File: src/rtl/uart_tx_fifo.sv
// -----------------------------------------------------------------------------
// uart_tx_fifo
//   Transmit half of the peripheral UART. Bytes written over the register bus
//   are queued in a small FIFO and serialised as 8N1 frames (start bit, data
//   LSB first, stop bit) on uart_txd. Back-to-back frames are contiguous.
//
// Ports
//   clk          in   1      system clock, rising edge
//   reset        in   1      asynchronous active-low reset
//   tx_wr        in   1      write strobe, tx_data valid with it
//   tx_data      in   8      byte to enqueue
//   tx_full      out  1      FIFO holds FIFO_DEPTH entries
//   tx_empty     out  1      FIFO holds no entries
//   tx_count     out  CNT_W  queued entries (excludes byte being shifted)
//   tx_busy      out  1      frame in progress
//   tx_done      out  1      one-cycle pulse after each stop bit
//   tx_overflow  out  1      one-cycle pulse when a write was dropped
//   uart_txd     out  1      serial line, idle high
// -----------------------------------------------------------------------------
module uart_tx_fifo #(
    parameter int CLKS_PER_BIT = 10417,
    parameter int FIFO_DEPTH   = 4,
    parameter int CNT_W        = 3
) (
    input  logic             clk,
    input  logic             reset,
    input  logic             tx_wr,
    input  logic [7:0]       tx_data,
    output logic             tx_full,
    output logic             tx_empty,
    output logic [CNT_W-1:0] tx_count,
    output logic             tx_busy,
    output logic             tx_done,
    output logic             tx_overflow,
    output logic             uart_txd
);

    localparam int PTR_W  = $clog2(FIFO_DEPTH);
    localparam int BAUD_W = $clog2(CLKS_PER_BIT);
    localparam logic [BAUD_W-1:0] BAUD_LAST = BAUD_W'(CLKS_PER_BIT - 1);
    localparam logic [CNT_W-1:0]  CNT_FULL  = CNT_W'(FIFO_DEPTH);

    typedef enum logic [1:0] {
        ST_IDLE  = 2'd0,
        ST_START = 2'd1,
        ST_DATA  = 2'd2,
        ST_STOP  = 2'd3
    } state_t;

    logic [7:0]        r_mem [FIFO_DEPTH];
    logic [PTR_W-1:0]  r_wr_ptr;
    logic [PTR_W-1:0]  r_rd_ptr;
    logic [CNT_W-1:0]  r_count;
    logic              r_full;
    logic              r_empty;
    logic              r_ovf;

    state_t            r_state;
    logic [BAUD_W-1:0] r_baud;
    logic [2:0]        r_bit_idx;
    logic [7:0]        r_shift;
    logic              r_txd;
    logic              r_busy;
    logic              r_done;

    logic              w_push;
    logic              w_pop;
    logic              w_baud_last;
    logic [CNT_W-1:0]  w_count_next;
    state_t            w_state_next;
    logic [BAUD_W-1:0] w_baud_next;
    logic [2:0]        w_bit_idx_next;
    logic [7:0]        w_shift_next;
    logic              w_txd_next;
    logic              w_done_next;

    // A write is judged against the registered full flag, so a pop at the
    // same edge cannot rescue a write aimed at a full FIFO.
    assign w_push      = tx_wr & ~r_full;
    assign w_baud_last = (r_baud == BAUD_LAST);

    // Next FIFO occupancy from push/pop of this cycle.
    always_comb begin
        w_count_next = r_count;
        case ({w_push, w_pop})
            2'b10:   w_count_next = r_count + CNT_W'(1);
            2'b01:   w_count_next = r_count - CNT_W'(1);
            default: w_count_next = r_count;
        endcase
    end

    // FIFO pointers, occupancy flags and overflow pulse.
    always_ff @(posedge clk or negedge reset) begin
        if (!reset) begin
            r_wr_ptr <= '0;
            r_rd_ptr <= '0;
            r_count  <= '0;
            r_full   <= 1'b0;
            r_empty  <= 1'b1;
            r_ovf    <= 1'b0;
        end else begin
            if (w_push) begin
                r_wr_ptr <= r_wr_ptr + PTR_W'(1);
            end
            if (w_pop) begin
                r_rd_ptr <= r_rd_ptr + PTR_W'(1);
            end
            r_count <= w_count_next;
            r_full  <= (w_count_next == CNT_FULL);
            r_empty <= (w_count_next == '0);
            r_ovf   <= tx_wr & r_full;
        end
    end

    // FIFO storage; contents are only read after being written.
    always_ff @(posedge clk) begin
        if (w_push) begin
            r_mem[r_wr_ptr] <= tx_data;
        end
    end

    // Frame sequencer next-state, pop request and datapath updates.
    always_comb begin
        w_state_next   = r_state;
        w_pop          = 1'b0;
        w_shift_next   = r_shift;
        w_bit_idx_next = r_bit_idx;
        w_baud_next    = '0;
        w_done_next    = 1'b0;
        case (r_state)
            ST_IDLE: begin
                if (!r_empty) begin
                    w_pop        = 1'b1;
                    w_shift_next = r_mem[r_rd_ptr];
                    w_state_next = ST_START;
                end else begin
                    w_state_next = ST_IDLE;
                end
            end
            ST_START: begin
                if (w_baud_last) begin
                    w_bit_idx_next = 3'd0;
                    w_state_next   = ST_DATA;
                end else begin
                    w_baud_next = r_baud + BAUD_W'(1);
                end
            end
            ST_DATA: begin
                if (w_baud_last) begin
                    w_shift_next = {1'b0, r_shift[7:1]};
                    if (r_bit_idx == 3'd7) begin
                        w_state_next = ST_STOP;
                    end else begin
                        w_bit_idx_next = r_bit_idx + 3'd1;
                    end
                end else begin
                    w_baud_next = r_baud + BAUD_W'(1);
                end
            end
            ST_STOP: begin
                if (w_baud_last) begin
                    w_done_next = 1'b1;
                    // Chain straight into the next start bit when data waits.
                    if (!r_empty) begin
                        w_pop        = 1'b1;
                        w_shift_next = r_mem[r_rd_ptr];
                        w_state_next = ST_START;
                    end else begin
                        w_state_next = ST_IDLE;
                    end
                end else begin
                    w_baud_next = r_baud + BAUD_W'(1);
                end
            end
            default: begin
                w_state_next = ST_IDLE;
            end
        endcase
    end

    // Line level for the coming cycle, derived from the next state so the
    // registered output lines up with the state change.
    always_comb begin
        w_txd_next = 1'b1;
        case (w_state_next)
            ST_START: w_txd_next = 1'b0;
            ST_DATA:  w_txd_next = w_shift_next[0];
            default:  w_txd_next = 1'b1;
        endcase
    end

    // Sequencer state, counters, shift register and registered outputs.
    always_ff @(posedge clk or negedge reset) begin
        if (!reset) begin
            r_state   <= ST_IDLE;
            r_baud    <= '0;
            r_bit_idx <= 3'd0;
            r_shift   <= 8'h00;
            r_txd     <= 1'b1;
            r_busy    <= 1'b0;
            r_done    <= 1'b0;
        end else begin
            r_state   <= w_state_next;
            r_baud    <= w_baud_next;
            r_bit_idx <= w_bit_idx_next;
            r_shift   <= w_shift_next;
            r_txd     <= w_txd_next;
            r_busy    <= (w_state_next != ST_IDLE);
            r_done    <= w_done_next;
        end
    end

    assign tx_full     = r_full;
    assign tx_empty    = r_empty;
    assign tx_count    = r_count;
    assign tx_busy     = r_busy;
    assign tx_done     = r_done;
    assign tx_overflow = r_ovf;
    assign uart_txd    = r_txd;

endmodule

File: config.mk
export PLATFORM = sky130hd
export DESIGN_NAME = uart_tx_fifo
export DESIGN_NICKNAME = d
export VERILOG_FILES = /design/src/rtl/uart_tx_fifo.sv
export SDC_FILE = /design/constraint.sdc
export NUM_CORES = 1
export LEC_CHECK = 0
export BUFFER_PORTS_ARGS = -buffer_cell sky130_fd_sc_hd__buf_2
export CORE_AREA = 3 3 83 85
export DETAILED_ROUTE_END_ITERATION = 6
export DIE_AREA = 0 0 86 88
export GPL_TIMING_DRIVEN = 0
export PLACE_DENSITY = 0.72
export SYNTH_ARGS = -nofsm -noshare
export SYNTH_HDL_FRONTEND = slang
export SYNTH_SLANG_ARGS = --single-unit
File: constraint.sdc
create_clock -name clk -period 3.4 [get_ports clk]
set_clock_uncertainty 0.15 [all_clocks]
set_input_delay 0.68 -clock clk [delete_from_list [all_inputs] [get_ports clk]]
set_output_delay 0.68 -clock clk [all_outputs]
set_load 0.1 [all_outputs]
Word-level counts from Yosys, hierarchy flattened

Memories as Yosys holds them, arrays and structs flattened.
Index checks and enable logic that the tools add are counted.

Flip-flop bits (word level): 40
RAM bits: 32
Bits of input ports: 11
Output and inout port bits: 9
Memories: 1

Memories:

| name  | depth | bits a word | rd ports | clocked after Yosys merged registers in | wr ports | line | text |
|---|---|---|---|---|---|---|---|
| r_mem | 4     | 8           | 1        | 0                                       | 1        | 50   | `logic [7:0] r_mem [FIFO_DEPTH];` |

$add $sub $neg: 6
Equal/unequal tests: 14
Multiplexer cells: 25
Bitwise gates (word level): 3
Reduce and logical (&&, ||, !) cells: 8

Operators with widths:

| kind                                              | number |
|---|---|
| 2-to-1 mux 14 bit                                 | 2 |
| 2-to-1 mux 8 bit                                  | 3 |
| case mux 8 bit (3 select lines)                   | 1 |
| adder 14 x 1 -> 14 bit (second input constant)    | 1 |
| == test 14 bit (second input constant)            | 1 |
| case mux 3 bit (2 select lines)                   | 2 |
| 2-to-1 mux 3 bit                                  | 3 |
| == test 2 bit (second input constant)             | 4 |
| 2-to-1 mux 2 bit                                  | 4 |
| != test 2 bit (second input constant)             | 4 |
| case mux 2 bit (4 select lines)                   | 1 |
| 2-to-1 mux 1 bit                                  | 7 |
| adder 3 x 1 -> 3 bit (second input constant)      | 2 |
| == test 2 x 1 -> 1 bit (second input constant)    | 3 |
| == test 3 bit (second input constant)             | 2 |
| adder 2 x 1 -> 2 bit (second input constant)      | 2 |
| case mux 1 bit (2 select lines)                   | 2 |
| AND reduction 4 bit                               | 1 |
| nonzero test 2 bit                                | 2 |
| zero test 3 bit                                   | 1 |
| AND reduction 3 bit                               | 1 |
| nonzero test 3 bit                                | 1 |
| OR reduction 3 bit                                | 1 |
| subtractor 3 x 1 -> 3 bit (second input constant) | 1 |
| other kinds (3)                                   | 4 |

Logic depth before layout (Yosys ltp)

Depth after elaboration: 6
Mapped depth: 12

Worst setup path before layout

OpenSTA, ideal clock, no wires.

Path type: reg-to-reg
Start point: register r_state[0]
End point: register r_full, in the netlist tx_full
Arrival: 3.041 ns
Data required time: 3.177 ns
Slack: 0.137 ns
Stages on the path, launching flop included: 11
Buffers on the path: 0
Period minus slack after synthesis: 3.263 ns
Cell sequence: dfrtp_1 > ha_1 > or4b_2 > nor4_2 > o21bai_1 > nor2_1 > ha_1 > fa_1 > mux2_2 > or2_2 > nor2b_1

Longest elaborated chain between the ends: 5

Ends and longest elaborated chain:

| item                                                           | line | text |
|---|---|---|
| start, declared                                                | 58   | `state_t r_state;` |
| start signal, assigned                                         | 203  | `r_state <= w_state_next;` |
| == test 2 bit / zero test 2 bit (equally long branches)        | 130  | `case (r_state)` |
| case mux 1 bit (2 select lines) *                              | 130  |  |
| == test 2 x 1 -> 1 bit / == test 2 bit (equally long branches) | 85   | `case ({w_push, w_pop})` |
| case mux 3 bit (2 select lines) *                              | 85   |  |
| via w_count_next[1]                                            | 69   | `logic [CNT_W-1:0] w_count_next;` |
| == test 3 bit *                                                | 109  | `r_full <= (w_count_next == CNT_FULL);` |
| end signal, assigned                                           | 109  |  |
| end, declared                                                  | 54   | `logic r_full;` |

Mark *: on every way through the listed nets, which the timed path passes. The rest lies on a longest branch.
A chain may end at the register's enable or synchronous reset.

Worst setup path after layout

Start point: register r_baud[2]
End point: register r_full, in the netlist tx_full

Longest elaborated chain between the ends: 6

Ends and longest elaborated chain:

| item                                                           | line | text |
|---|---|---|
| start, declared                                                | 59   | `logic [BAUD_W-1:0] r_baud;` |
| start signal, assigned                                         | 204  | `r_baud <= w_baud_next;` |
| == test 14 bit *                                               | 80   | `assign w_baud_last = (r_baud == BAUD_LAST);` |
| 2-to-1 mux 1 bit *                                             | 161  | `if (w_baud_last) begin` |
| case mux 1 bit (2 select lines) *                              | 130  |  |
| == test 2 x 1 -> 1 bit / == test 2 bit (equally long branches) | 85   |  |
| case mux 3 bit (2 select lines) *                              | 85   |  |
| via w_count_next[1]                                            | 69   |  |
| == test 3 bit *                                                | 109  |  |

Marks and branches as above.

==> impl.org <==
** Synth
- Cell with the most instances after synthesis :: sky130_fd_sc_hd__dfrtp_1
- Fraction of registers with async set/reset :: a little under three fifths
- Largest family of logic cells by synthesized area :: simple AND/OR/NAND/NOR gates
- Multiplexer cells account for around 8% of the synthesized area.
- The cell area that synthesis handed to floorplanning was about 3300 sq um.
- The number of different library cells used by synthesis comes to 45.
- Syn_nets :: 275
- Sorting the synthesized cells by how often they occur yields 38 x sky130_fd_sc_hd__dfrtp_1, 32 x sky130_fd_sc_hd__edfxtp_1, 32 x sky130_fd_sc_hd__nor2_1, 14 x sky130_fd_sc_hd__ha_1.
- The biggest area contributor in the post-synthesis netlist is sky130_fd_sc_hd__edfxtp_1.
- Simple-gate area share of the yosys netlist :: between 10% and 20%
- Xor and xnor area share after synthesis :: ~4.8%
- Count of flip-flops with a built-in enable after synthesis :: 32
- Adder and majority cell fraction of the synthesized area :: 5.88%
- Sequential elements use 59.2% of the synthesized area.
- Counting every instance in the synthesized netlist gives about 250.
- During synthesis, Yosys emitted a total of 0 warnings.
- Top cell type's share of synthesized area :: 29.0%
- Summing the areas of all compound-gate instances in the mapped netlist gives 7.54% of the synthesized area.
- Area contributors post-synth :: sky130_fd_sc_hd__edfxtp_1 29%, sky130_fd_sc_hd__dfrtp_1 29%, sky130_fd_sc_hd__mux4_2 5.4%, sky130_fd_sc_hd__ha_1 5.3%, sky130_fd_sc_hd__nor2_1 3.6%
- Mean area per synthesized cell :: 13.3 sq um
- Synthesis inferred about 70 register bits.
- Among all flip-flop cells after synthesis, the most frequent one is sky130_fd_sc_hd__dfrtp_1.

** Setup path
- Sort of element at the start of the critical path :: register
- The critical path in this run is classified as reg -> reg.
- For this run, the slowest stage of the critical path takes 0.54 ns.
- Data arrival at the endpoint of the critical path :: ~3.4 ns
- Worst setup EP type :: register
- Along the worst path, the maximum fanout reaches 5.
- Cell breakdown of the critical path :: or4b_1 > buf_4 > nor4_4 > o21bai_4 > nor2_4 > ha_2 > fa_1 > mux2_2 > or2_2 > nor2b_1
- On the critical path, the stage with the largest delay is an instance of sky130_fd_sc_hd__or4b_1.
- STA puts the critical path data required time at between 3 and 4 ns.

** Clock network
- CTS placed an instance of sky130_fd_sc_hd__clkbuf_8 at the clock tree root.
- Depth of the CTS H-tree :: 3
- For this design, the CTS-stage hold fixing added 0 buffers.
- Clock transition at path regs :: 0.08 ns
- Counting the buffers created by CTS gives 9.
- The clock passes through at most 2 buffers.
- Clock tree synthesis found a total of 72 sinks.
- The clock reaches the later pin of the worst-skew pair after about 0.34 ns.
- TritonCTS built the clock tree.

** Timing
- Static timing analysis puts the maximum clock frequency at between 300 and 400 MHz.
- For the pin with the worst max-slew slack, the measured transition is about 0.9 ns.
- Of the available clock period, the critical path in the final layout requires 96.3%.
- For the finished layout, the period the worst path requires is approximately 3.3 ns.
- The final number of max-transition violations came to 0.
- Final Hold Violating Endpoints :: 0
- Headroom to the max-slew limit came out at between 40% and 50%.
- Final critical-path setup slack :: about 0.12 ns
- Setup violations remaining at the end of the flow were counted as 0.
- Hold timing on the final database bottoms out at a slack of approximately 0.3 ns.

** Layout
- Summing all flip-flop and latch instances after layout gives between 1500 and 2000 sq um.
- Share of final-layout standard cells stronger than drive strength 1 :: approximately a quarter
- Fill count :: around 500
- Number of antenna diodes :: 0
- The area growth from synthesis to layout is 14.7%.
- Area of all placed cells without fillers :: approximately 3800 sq um
- Utilization after layout :: approximately three fifths
- Number of nets in the final layout :: about 310
- Multi-input gate area in the final layout :: 1320 sq um

** Global route
- The number of global-route vias before repair was between 2000 and 2500.
- Entering global routing, the biggest net connects 41 pins.
- Number of antenna violations at the first check in global routing :: 0
- After global routing the overflow that remains totals 0.
- Global routing consumed, over all layers together, 17.0% of the routing resources.
- Wire length of the first global-routing pass :: 9.86 mm

** Die
- Area of the die :: about 7600 sq um
- Die Y-Extent :: roughly 88 microns
- Initial Util :: between 50% and 60%
- IO Pins :: 20
- Standard cell core area :: about 6300 sq um
- Overall die width :: between 80 and 90 microns
- Std cell rows :: 29

** Placement
- Before CTS, the worst setup slack after placement is -0.234 ns.
- After legalization and detailed placement, the total HPWL measured approximately 3.9 mm.
- At the end of routability-driven placement, the weighted congestion stood at 0.776.
- In this run the cell area measured after placement is about 3500 sq um.
- The count of buffers added on input and output ports is 19.

** Routing
- Vias per cell :: 5.48
- The first TritonRoute pass finished after 4 iterations.
- Via count :: between 2000 and 2500
- Antenna-violating nets left :: 0
- Initial detailed-routing violation count :: 76
- In the final routed layout, each cell accounts on average for approximately 16 microns.
- For this run, design rule violations remaining after detail routing come to 0.
- After detailed routing, the total wire length is 5.81 mm.

** Hold path
- Class of the tightest hold or removal check :: in -> async

** Power
- Dividing total power by cell area gives a power density of 808 nW/um^2.
- The analysis attributes to cell leakage a power of 1.57 nW.
- Post-layout power :: 0.00308 W
- Peak VDD IR :: roughly 0.52 mV

** Flow run
- Max-cap violations in this run came to 0.

** Run status
- The run finished with clean final reports.
[cells by family (layout without fill, tap and decap cells)]
family	Yosys count	in the layout
multiplexers	16	16
XOR/XNOR	18	18
AND/OR/NAND/NOR	80	80
adder cells (fa/ha/maj)	15	15
buffers and inverters	17	59
flip-flops	72	72
AO/OA/AOI/OAI	31	31
[sequential cells by signal, indices dropped and copies added (netlist names)]
signal and flops:
tx_done 1, r_bit_idx 3, uart_txd 1, tx_full 1, tx_count 3, tx_busy 1, r_state 2, tx_overflow 1
r_baud 14, r_rd_ptr 2, r_wr_ptr 2, r_shift 8, r_mem 32, tx_empty 1
[placed cells by master, fill, tap and decap left out, drive strengths merged, types with 9 or more instances in the layout]
cell    instances
ha             14
inv            10
a22o           12
xnor2          10
o21ai           9
nand3          12
edfxtp         32
dfrtp          38
buf            29
nor2           32
clkbuf         15
[worst paths after layout]
path / start / endpoint / slack, ns / cells past startpoint
max: r_baud[2] / tx_full / 0.12 / 10
min: reset / r_baud[0] / 0.31 / 1
max reg2reg: r_baud[2] / tx_full / 0.12 / 10
min reg2reg: tx_count[2] / tx_count[2] / 0.36 / 1
max in group asynchronous: reset / r_state[0] / 2.18 / 1
min in group clk: tx_count[2] / tx_count[2] / 0.36 / 1
[power breakdown]
group          internal [W]  total, W  switching [W]  leakage, nW
sequential          0.00111   0.00120      0.0000885        0.815
clock              0.000377  0.000699       0.000322        0.103
combinational      0.000422   0.00118       0.000758        0.648
[timing repair]
item | CTS | global route
resized for setup | 6 | 5
pin swaps | 1 | 2
setup endpoints to repair | 2 | 2
buffers inserted | 3 | 4
[critical path: cells and delay by family, from the launching register on]
family / cells / cell delay, ns
AOI/OAI and AO/OA: 1 / 0.14
buffers and inverters: 1 / 0.18
DFF: 1 / 0.41
adders and majority gates: 2 / 0.63
and+or+nand+nor: 5 / 1.43
muxes: 1 / 0.28
[metrics by stage]
| step | setup TNS [ns] | cells |
|---|---|---|
| after CTS | 0 | 364 |
| after global routing | -0.00308 | 368 |
| after global placement | -0.316 | 345 |
| final | 0 | 368 |
| after detailed placement | -0.429 | 345 |
| after floorplan | 0 | 249 |
[cell type report]
class	instances	share of cell area, %
flip-flops and latches	72	51.7
inverters	10	0.986
clock inverters	5	1.45
clock buffers	11	3.98
well taps	77	2.53
repair buffers	26	3.88
multi-input cells	160	34.7
plain buffers	7	0.822
[routing by layer]
metal,GRT usage (%),share of wire (%),up-vias
met2,28.7,50,27
met3,3.48,2.7,10
met4,6.91,1.9,0
li1,-,-,981
met5,0,0,-
met1,21.4,46,998
Note: power is estimated with default switching activity, not from simulation.
